===== src/rtl/phy_pkg.sv =====
// Shared lane-PHY symbols, receive FSM state encoding and default lock depth.
package phy_pkg;
   localparam logic [7:0] COM_SYM        = 8'hBC;
   localparam logic [7:0] IDL_SYM        = 8'h7C;
   localparam int         LOCK_COUNT_DEF = 4;

   typedef enum logic [1:0] {
      SEARCH = 2'b00,
      ALIGN  = 2'b01,
      LOCKED = 2'b10
   } state_t;

   // Payload bytes are everything except the framing symbols.
   function automatic logic is_payload(input logic [7:0] b,
                                       input logic [7:0] com,
                                       input logic [7:0] idl);
      return (b != com) && (b != idl);
   endfunction
endpackage


===== src/rtl/rx_shift8.sv =====
// Serial-in shift register plus 3-bit byte boundary counter; sr_n is combinational.
// No backpressure: one bit is consumed every clock.
module rx_shift8 (
   input  logic       i_clk,
   input  logic       i_rst_n,
   input  logic       i_data,
   input  logic       i_clr,
   output logic [7:0] o_sr_n,
   output logic       o_boundary
);
   logic [7:0] r_sr;
   logic [2:0] r_bit_cnt;

   assign o_sr_n     = {r_sr[6:0], i_data};
   assign o_boundary = (r_bit_cnt == 3'd7);

   always_ff @(posedge i_clk or negedge i_rst_n) begin
      if (!i_rst_n) begin
         r_sr      <= 8'd0;
         r_bit_cnt <= 3'd0;
      end else begin
         r_sr      <= o_sr_n;
         r_bit_cnt <= i_clr ? 3'd0 : r_bit_cnt + 3'd1;
      end
   end
endmodule


===== src/rtl/rx_serial_align.sv =====
// COM-hunting serial-to-parallel aligner: one byte per 8 clocks, 8-clock latency, no backpressure.
// Optional RX_RESYNC_EN: two consecutive misaligned COMs while locked force a realign.
module rx_serial_align
   import phy_pkg::*;
#(
   parameter logic [7:0] COM        = COM_SYM,
   parameter logic [7:0] IDL        = IDL_SYM,
   parameter int         LOCK_COUNT = LOCK_COUNT_DEF
) (
   input  logic       clk_32f,
   input  logic       reset,
   input  logic       data_in,
   output logic [7:0] data_out,
   output logic       valid_out,
   output logic       byte_strobe,
   output logic       active
);
   localparam logic [3:0] LC = 4'(LOCK_COUNT);

   state_t     r_state, w_state_n;
   logic [3:0] r_com_cnt, w_com_cnt_n;
   logic [7:0] r_data, w_data_n;
   logic       r_valid, w_valid_n;
   logic       r_strobe, w_strobe_n;
   logic       r_active, w_active_n;
   logic       w_clr;
   logic [7:0] w_sr_n;
   logic       w_boundary;
   logic       w_is_com;
`ifdef RX_RESYNC_EN
   logic       r_mis, w_mis_n;
`endif

   rx_shift8 u_shift (
      .i_clk      (clk_32f),
      .i_rst_n    (reset),
      .i_data     (data_in),
      .i_clr      (w_clr),
      .o_sr_n     (w_sr_n),
      .o_boundary (w_boundary)
   );

   assign w_is_com = (w_sr_n == COM);

   always_comb begin
      w_state_n   = r_state;
      w_com_cnt_n = r_com_cnt;
      w_data_n    = r_data;
      w_valid_n   = r_valid;
      w_active_n  = r_active;
      w_strobe_n  = 1'b0;
      w_clr       = 1'b0;
`ifdef RX_RESYNC_EN
      w_mis_n     = r_mis;
`endif
      case (r_state)
         SEARCH: begin
            if (w_is_com) begin
               w_clr       = 1'b1;
               w_com_cnt_n = 4'd1;
               if (LC == 4'd1) begin
                  w_state_n  = LOCKED;
                  w_active_n = 1'b1;
               end else begin
                  w_state_n = ALIGN;
               end
            end
         end
         ALIGN: begin
            if (w_boundary) begin
               if (w_is_com) begin
                  w_com_cnt_n = r_com_cnt + 4'd1;
                  if ((r_com_cnt + 4'd1) == LC) begin
                     w_state_n  = LOCKED;
                     w_active_n = 1'b1;
                  end
               end else begin
                  w_com_cnt_n = 4'd0;
                  w_state_n   = SEARCH;
               end
            end
         end
         LOCKED: begin
            if (w_boundary) begin
               w_strobe_n = 1'b1;
               if (is_payload(w_sr_n, COM, IDL)) begin
                  w_data_n  = w_sr_n;
                  w_valid_n = 1'b1;
               end else begin
                  w_valid_n = 1'b0;
               end
`ifdef RX_RESYNC_EN
               // An aligned COM proves the framing, so forget any stray match.
               if (w_is_com) w_mis_n = 1'b0;
            end else if (w_is_com) begin
               if (r_mis) begin
                  w_mis_n     = 1'b0;
                  w_active_n  = 1'b0;
                  w_valid_n   = 1'b0;
                  w_clr       = 1'b1;
                  w_com_cnt_n = 4'd1;
                  w_state_n   = ALIGN;
               end else begin
                  w_mis_n = 1'b1;
               end
`endif
            end
         end
         default: w_state_n = SEARCH;
      endcase
   end

   always_ff @(posedge clk_32f or negedge reset) begin
      if (!reset) begin
         r_state   <= SEARCH;
         r_com_cnt <= 4'd0;
         r_data    <= 8'd0;
         r_valid   <= 1'b0;
         r_strobe  <= 1'b0;
         r_active  <= 1'b0;
`ifdef RX_RESYNC_EN
         r_mis     <= 1'b0;
`endif
      end else begin
         r_state   <= w_state_n;
         r_com_cnt <= w_com_cnt_n;
         r_data    <= w_data_n;
         r_valid   <= w_valid_n;
         r_strobe  <= w_strobe_n;
         r_active  <= w_active_n;
`ifdef RX_RESYNC_EN
         r_mis     <= w_mis_n;
`endif
      end
   end

   assign data_out    = r_data;
   assign valid_out   = r_valid;
   assign byte_strobe = r_strobe;
   assign active      = r_active;
endmodule


===== config.mk =====
export PLATFORM = sky130hd
export DESIGN_NAME = rx_serial_align
export DESIGN_NICKNAME = d
export VERILOG_FILES = /design/src/rtl/phy_pkg.sv /design/src/rtl/rx_shift8.sv /design/src/rtl/rx_serial_align.sv
export SDC_FILE = /design/constraint.sdc
export NUM_CORES = 1
export LEC_CHECK = 0
export ABC_CLOCK_PERIOD_IN_PS = 2600
export CORE_MARGIN = 2
export CORE_UTILIZATION = 58
export CTS_CLUSTER_SIZE = 14
export DETAILED_ROUTE_END_ITERATION = 8
export PLACE_DENSITY = 0.81
export SLEW_MARGIN = 40
export SYNTH_ARGS = -nofsm -noshare
export SYNTH_HDL_FRONTEND = slang
export SYNTH_SLANG_ARGS = --single-unit

===== constraint.sdc =====
create_clock -name clk_32f -period 2.6 [get_ports clk_32f]
set_input_delay 0.52 -clock clk_32f [delete_from_list [all_inputs] [get_ports clk_32f]]
set_output_delay 0.52 -clock clk_32f [all_outputs]
set_load 0.02 [all_outputs]

# Yosys cells after proc, flatten, opt, wreduce, memory -nomap -nowiden
# Cells that the tools add are included.
dict set report totals {
  elab_cells 44
  out_inout_bits 11
  inputBits 3
  register_bits 27
}
dict set report classes {
  n_addsub 2
  n_eq_ne 10
  reduce_logical 8
  muxes 15
  bitwise_logic 1
}
# cell n
set ops {}
lappend ops {{2-to-1 mux 4 bit} 3}
lappend ops {{== test 8 bit, second input constant} 1}
lappend ops {{2-to-1 mux 2 bit} 4}
lappend ops {{!= test 8 x 7 -> 1 bit, second input constant} 1}
lappend ops {{!= test 8 bit, second input constant} 1}
lappend ops {{case mux 4 bit (2 select lines)} 1}
lappend ops {{AND reduction 4 bit} 2}
lappend ops {{case mux 2 bit (3 select lines)} 1}
lappend ops {{AND reduction 3 bit} 2}
lappend ops {{2-to-1 mux 1 bit} 5}
lappend ops {{adder 4 x 1 -> 4 bit, second input constant} 1}
lappend ops {{== test 4 x 3 -> 1 bit, second input constant} 1}
lappend ops {{adder 3 x 1 -> 3 bit, second input constant} 1}
lappend ops {{== test 3 bit, second input constant} 1}
lappend ops {{2-to-1 mux 3 bit} 1}
lappend ops {{!= test 3 bit, second input constant} 1}
lappend ops {{== test 2 x 1 -> 1 bit, second input constant} 1}
lappend ops {{== test 2 bit, second input constant} 1}
lappend ops {{zero test 2 bit} 1}
lappend ops {{!= test 2 x 1 -> 1 bit, second input constant} 1}
lappend ops {{!= test 2 bit, second input constant} 1}
lappend ops {{AND reduction 2 bit} 1}
lappend ops {{nonzero test 2 bit} 1}
lappend ops {{logical AND 1 bit} 1}
lappend ops {{NOT 1 bit} 1}

# Logic depth before layout (Yosys ltp)
# Gate-level depths: netlist of run 1.
dict set report logic_depth {
  depth_word 6
  mapped_depth 5
  ltp_nobuf 5
}

# By module
# A second synthesis of run 1 with hierarchy kept.
dict set report hier_totals {
  cells_unflattened 101
  area_unflattened_um2 1174.9
}
# module n_inst area_each_um2 cells_per_inst
set by_module_without_submodules {}
lappend by_module_without_submodules {rx_serial_align 1 875.8 85}
lappend by_module_without_submodules {rx_shift8 1 299.0 16}

# Worst setup path before layout of run 1
# Ideal clock, no wire load.
dict set report synth_timing {
  path_kind {flip-flop to flip-flop}
  start {register u_shift.r_bit_cnt[0]}
  end {register r_data[2], in the netlist data_out[2]}
  path_buffers 0
  slack_ns 1.027
  period_less_slack_ns 1.573
  path_stages_with_launch 6
  arrival_ns 1.448
  path_cell_list {dfrtp_1 > ha_1 > ha_1 > nand3b_4 > a31oi_4 > mux2_4}
}
dict set report synth_via {
  elab_chain_cells 2
}
# item line_no
set synth_rtl {}
lappend synth_rtl {{start: declaration} rx_shift8.sv:12} ;# logic [2:0] r_bit_cnt;
lappend synth_rtl {{start signal: assignment} rx_shift8.sv:23} ;# r_bit_cnt <= i_clr ? 3'd0 : r_bit_cnt + 3'd1;
lappend synth_rtl {{== test 3 bit} rx_shift8.sv:15} ;# assign o_boundary = (r_bit_cnt == 3'd7);
lappend synth_rtl {{AND reduction 3 bit (no line)} -}
lappend synth_rtl {{end signal: assignment} rx_serial_align.sv:127} ;# r_data <= w_data_n;
lappend synth_rtl {{end: declaration} rx_serial_align.sv:22} ;# logic [7:0] r_data, w_data_n;
# No other way between the ends.
# A chain may end at the register's enable or synchronous reset.

# Final worst setup path of run 1
dict set report layout_timing {
  start {register r_data[7], in the netlist data_out[7]}
  end {output data_out[7]}
}
# item line_no
set layout_lines {}
lappend layout_lines {{end: declaration} rx_serial_align.sv:13} ;# output logic [7:0] data_out,
# No word-level cell between the ends.

==> flow_summary_export.csv, run 1 <==
group,metric,value,unit
run_status,run_status,"complete, no violations",
die,fp.dieH,50.4,um
power,power.density,479,nW/um^2
layout,drive_above_1_share,12.1,%
hold_path,hold_class,"register to register",
layout,finish.instance_area,1440,um^2
global_routing,grt_pass1_wl,4.00,mm
route,wl_per_cell,16.5,um
worst_setup_path,cp-start-kind,"register",
worst_setup_path,slowest_stage,"clkdlybuf4s50_1",
layout,nets,123,
placed_design,postPlaceCellArea,1410,um^2
route,drt_wl_total,2.35,mm
global_routing,track_usage,21.2,%
die,die-area,2540,um^2
route,num_vias,875,
sta,setup_viol,0,
power,finalPower,688,uW
placed_design,io_buffers,13,
clocking,cts_setup_buffers,0,
synthesis,ys_top_cells_by_count,"dfrtp_1 (27), inv_1 (5)",
layout,final_util,71.8,%
sta,slew_headroom,60.3,%
run,maxCapViolations,0,
sta,clock_skew,0.00892,ns
synthesis,ys_types,34,
layout,antenna-diode-count,0,
synthesis,ys_ff_latch,27,
synthesis,synth_ff_type,"dfrtp_1",
clocking,clockBufferDepth,2,
synthesis,synth_top_area_cell,"dfrtp_1",
synthesis,syn_nets,108,
die,num_io_pins,14,
synthesis,synth-async-reset-ratio,100,%
global_routing,grt-ovfl-total,0,
sta,final_hold_viol_count,0,
worst_setup_path,cp_max_fo,4,
placed_design,post-place-cells,139,
worst_setup_path,path_buf_inv,1,
worst_setup_path,cp_top_family,"buffers and inverters",
clocking,cts.sinks,27,
worst_setup_path,worstPathRequired,2.08,ns
synthesis,synth_cells,102,
clocking,cts_root_buf,"clkbuf_4",
synthesis,yosys-top-cells-area,"dfrtp_1 (54%), mux2_4 (4.8%), ha_1 (3.0%)",
clocking,clk_latency,0.33,ns
clocking,path_clk_slew,0.15,ns
sta,fmax,0.529,GHz
worst_setup_path,arrival,1.37,ns
synthesis,post-synth-top-count-cell,"dfrtp_1",
global_routing,antenna_found_initial,0,
sta,tns,0,ns
synthesis,synth_top_area_share,54.0,%
route,vias_per_cell,6.12,
layout,seqCellArea,676,um^2
route,drc,0,
layout,area_growth,14.8,%
die,num_rows,16,
clocking,cts_buffers,3,
layout,multi_input_area,533,um^2
worst_setup_path,critPathKind,"register to output pin",
sta,worstMarginPinSlew,0.596,ns
die,start_util,62.5,%
clocking,cts_hold_buf,0,
synthesis,yosys_warnings,0,
route,drt-initial-drc-count,22,
clocking,cts_tree,"built",
placed_design,place_congestion,0.785,
route,antenna_left,0,
worst_setup_path,cp_cell_sequence,"clkdlybuf4s50_1",
synthesis,syn_area_per_cell,12.3,um^2
synthesis,netlist_area,1250,um^2
layout,stdcell_count,143,
clocking,cts_max_level,1,
sta,maxSlewViolCount,0,
worst_setup_path,worst_setup_path_end_kind,"output pin",
route,drtPass1Iterations,6,
sta,fin_crit,1.89,ns
synthesis,yosysSeqAreaShare,54.0,%
sta,fin_crit_sh,72.7,%
synthesis,synth-edff-count,0,
die,die_w,50.4,um
global_routing,grt_max_degree,28,
power,ir_worst_vdd,405,uV
worst_setup_path,slowest_delay,0.62,ns
layout,fillers,145,
sta,rsz0062_at_grt,"no",
power,p_leak,0.615,nW
clocking,post_cts_resized,0,
die,core-area,2000,um^2
placed_design,dp.final_hpwl,1.65,mm
global_routing,grt_pass1_vias,803,
-- metal layers --
layer / vias up / wire length (um) / share of wire (%) / GRT usage, %
li1: 406 / - / - / -
met1: 429 / 1030 / 44 / 31.1
met2: 34 / 1200 / 51 / 32.5
met3: 6 / 86 / 3.7 / 2.68
met4: 0 / 42 / 1.8 / 7.66
met5: - / 0 / 0 / 0
-- final cells by class --
| class | count | area share, % |
|---|---|---|
| Clock buffer | 3 | 1.57 |
| Inverter | 5 | 1.31 |
| Timing Repair Buffer | 15 | 10.1 |
| Multi-Input combinational cell | 65 | 37.1 |
| Clock inverter | 1 | 0.523 |
| Sequential cell | 27 | 47.0 |
| Tap cell | 27 | 2.35 |
-- flip-flops by register name (all words and copies together), names as in the netlist --
register and flops:
byte_strobe 1, u_shift.r_bit_cnt 3, r_state 2, u_shift.r_sr 7, data_out 8, valid_out 1
r_com_cnt 4, active 1
-- cell families after synthesis --
family,count (synthesis),share of synthesized area (%)
simple gates,33,19.2
flops,27,54.0
compound gates,22,13.3
buf+inv,10,3.40
mux,6,6.40
fa+ha+maj,3,3.00
xor+xnor,1,0.700
-- where the power goes --
group,switching [mW],leakage (nW),total [mW],internal (mW)
sequential,0.0126,0.313,0.445,0.433
combinational,0.0304,0.287,0.0576,0.0271
clock,0.126,0.0139,0.185,0.0589
total,0.169,0.615,0.688,0.519
-- stage by stage --
stage / hold WS [ns] / setup WS, ns
3_5_place_dp: 0.390 / 0.528
3_3_place_gp: 0.381 / 0.605
5_1_grt: 0.437 / 0.653
2_1_floorplan: 0.224 / 1.03
6_report: 0.428 / 0.709
4_1_cts: 0.429 / 0.708
-- cell usage in the layout, fill, tap and decap left out, types with 2 or more instances in the layout --
master           count
mux2i_1              2
nand3_1              2
nand4b_1             3
clkdlybuf4s50_1     13
a2bb2oi_1            4
nand2b_1             3
nor2b_1              3
a21boi_0             2
nor3_1               2
ha_1                 3
nor2_1               4
buf_4                2
nand4_1              4
nand2_1              2
nand4bb_1            2
a31oi_1              2
mux2_4               4
nor4bb_1             2
o2bb2ai_1            2
clkbuf_4             3
a21oi_1              4
dfrtp_1             27
inv_1                5
o21ai_0              4
-- path summary, 6_finish.rpt --
check                                      from              end  slack, ns  cells past startpoint
max in group asynchronous                 reset     r_com_cnt[1]       1.81                      2
setup reg to reg           u_shift.r_bit_cnt[0]      data_out[5]       0.81                      5
hold / removal                  u_shift.r_sr[2]  u_shift.r_sr[3]       0.43                      0
hold reg to reg                 u_shift.r_sr[2]  u_shift.r_sr[3]       0.43                      0
setup / recovery                    data_out[7]      data_out[7]       0.71                      1
min in group asynchronous                 reset      data_out[7]       0.54                      2
-- worst register-to-register path, cell delays in order (launching register included) --
cell	delay, ns
dfrtp_1	0.38
ha_1	0.15
ha_1	0.30
nand3b_4	0.17
a31oi_4	0.36
mux2_4	0.34
Note: power is estimated with default switching activity, not from simulation.
==> run 2: changes to the inputs <==
--- a/config.mk
+++ b/config.mk
@@ -5,12 +5,12 @@
 export SDC_FILE = /design/constraint.sdc
 export NUM_CORES = 1
 export LEC_CHECK = 0
-export ABC_CLOCK_PERIOD_IN_PS = 2600
+export ABC_CLOCK_PERIOD_IN_PS = 1950
 export CORE_MARGIN = 2
-export CORE_UTILIZATION = 58
+export CORE_UTILIZATION = 54
 export CTS_CLUSTER_SIZE = 14
 export DETAILED_ROUTE_END_ITERATION = 8
-export PLACE_DENSITY = 0.81
+export PLACE_DENSITY = 0.76
 export SLEW_MARGIN = 40
 export SYNTH_ARGS = -nofsm -noshare
 export SYNTH_HDL_FRONTEND = slang
==> constraint.sdc (replaced) <==
create_clock -name clk_32f -period 1.95 [get_ports clk_32f]
set_input_delay 0.39 -clock clk_32f [delete_from_list [all_inputs] [get_ports clk_32f]]
set_output_delay 0.39 -clock clk_32f [all_outputs]
set_load 0.02 [all_outputs]
==> run 2 against run 1 <==
Compared with the run above:
- sequential power is 33% higher
- non-clock buffer count is 2 higher
- die area increased by 6.8%
- critical path depth up 4
- final cell count increased by 2.1%
- register-to-register slack got worse by 0.64 ns
- hold slack lost 0.037 ns
==> flow_summary_export.csv, run 2 (synthesized netlist as in run 1, its figures left out) <==
group,metric,value,unit
sta,final_hold_viol_count,0,
route,vias_per_cell,5.78,
die,die_w,52.1,um
power,intPower,694,uW
die,core-area,2190,um^2
worst_setup_path,r2r_end,"data_out[5]",
layout,largest_register_ffs,8,
die,num_rows,17,
clocking,cts_setup_buffers,0,
die,start_util,57.1,%
worst_setup_path,arrival,2.02,ns
run_status,run_status,"complete, no violations",
placed_design,place_congestion,0.784,
layout,final_util,66.3,%
global_routing,grt_pass1_vias,751,
global_routing,grt_max_degree,28,
layout,finish.instance_area,1450,um^2
clocking,cts_max_level,1,
clocking,cts.sinks,27,
layout,area_growth,16.1,%
worst_setup_path,reg2reg_slack,0.17,ns
route,wl_per_cell,14.8,um
clocking,path_clk_slew,0.15,ns
clocking,cts_buffers,3,
power,p_comb_share,8.5,%
power,clockPowerShare,27.5,%
worst_setup_path,cp_max_fo,7,
sta,fin_crit,1.78,ns
hold_path,hold_class,"input pin to async pin",
global_routing,grt-ovfl-total,0,
worst_setup_path,worstPathRequired,2.19,ns
power,p_sw,233,uW
clocking,clk_latency,0.33,ns
die,die-area,2720,um^2
power,p_leak,0.625,nW
worst_setup_path,critPathKind,"register to register",
worst_setup_path,slowest_stage,"dfrtp_1",
clocking,cts_tree,"built",
worst_setup_path,worstReg2RegStart,"u_shift.r_bit_cnt[0]",
sta,hold_ws,0.391,ns
power,power.density,638,nW/um^2
sta,worstMarginPinSlew,0.369,ns
worst_setup_path,rr_worst_depth,5,
route,drtPass1Iterations,4,
route,drt-initial-drc-count,23,
sta,fmax,0.561,GHz
worst_setup_path,slowest_delay,0.38,ns
global_routing,grt_pass1_wl,3.56,mm
route,drt_wl_total,2.16,mm
sta,fin_crit_sh,91.4,%
worst_setup_path,worst_setup_path_end_kind,"register",
power,seq_power_share,64.0,%
route,num_vias,844,
route,antenna_left,0,
sta,tns,0,ns
route,drc,0,
run,maxCapViolations,0,
placed_design,dp.final_hpwl,1.50,mm
sta,clock_skew,0.00408,ns
placed_design,postPlaceCellArea,1420,um^2
power,p_sw_share,25.1,%
sta,setup_viol,0,
clocking,clockBufferDepth,2,
clocking,cts_hold_buf,0,
layout,drive_above_1_share,13.6,%
layout,mostFrequentLayoutCell,"dfrtp_1",
die,num_io_pins,14,
worst_setup_path,cp-start-kind,"register",
layout,antenna-diode-count,0,
sta,maxSlewViolCount,0,
layout,most-common-layout-cells,"dfrtp_1 (27), clkdlybuf4s50_1 (13), inv_1 (5)",
global_routing,track_usage,18.3,%
worst_setup_path,cp_cell_sequence,"ha_1 > ha_1 > nand3b_4 > a31oi_4 > mux2_4",
global_routing,antenna_found_initial,0,
clocking,post_cts_resized,0,
die,fp.dieH,52.1,um
placed_design,io_buffers,13,
power,ir_worst_vdd,560,uV
layout,nets,125,
clocking,cts_root_buf,"clkbuf_4",
worst_setup_path,cpMostUsedCell,"ha_1",
sta,slew_headroom,75.4,%
sta,rsz0062_at_grt,"no",
-- run 2: power by group through the flow --
| stage | clock (mW) | combinational (mW) | sequential [mW] |
|---|---|---|---|
| 2_1_floorplan | 0 | 0.0244 | 0.613 |
| 5_1_grt | 0.282 | 0.0863 | 0.596 |
| 3_3_place_gp | 0 | 0.0787 | 0.603 |
| 4_1_cts | 0.261 | 0.0803 | 0.594 |
| 6_report | 0.255 | 0.0788 | 0.593 |
| 3_5_place_dp | 0 | 0.0803 | 0.604 |
-- run 2: per-layer routing --
| layer | track usage (%) | up-vias | share of wire, % |
|---|---|---|---|
| li1 | - | 407 | - |
| met1 | 27.4 | 423 | 50 |
| met2 | 25.7 | 12 | 46 |
| met3 | 3.74 | 2 | 2.9 |
| met4 | 7.69 | 0 | 1.5 |
| met5 | 0 | - | 0 |
-- run 2: worst max-delay path by stage --
stage	start	endpoint	slack, ns	depth (start not counted)
floorplan	u_shift.r_bit_cnt[0]	data_out[2]	0.38	5
global placement	data_in	data_out[3]	0.16	4
detailed placement	data_in	data_out[5]	0.13	4
CTS	u_shift.r_bit_cnt[0]	data_out[5]	0.16	5
global route	u_shift.r_bit_cnt[0]	data_out[5]	0.09	5
finish	u_shift.r_bit_cnt[0]	data_out[5]	0.17	5
-- run 2: final cells by class --
type                    count  area, um^2
fillers                   157         738
flip-flops and latches     27         676
multi-input cells          65         533
repair buffers             17         160
well taps                  28        35.0
clock buffers               3        22.5
inverters                   5        18.8
clock inverters             1        7.51
-- run 2: worst max-delay path, delay by kind of cell, from the launching register on --
kind	cells	cell delay [ns]
muxes	1	0.34
AOI/OAI and AO/OA	1	0.34
and+or+nand+nor	1	0.17
DFF	1	0.38
adders and majority gates	2	0.46
-- run 2: stage by stage --
step,power (mW),instances,setup slack (ns)
global placement,0.682,142,0.159
global route,0.964,146,0.0933
floorplan,0.637,102,0.377
finish,0.927,146,0.167
CTS,0.935,146,0.162
detailed placement,0.684,142,0.133
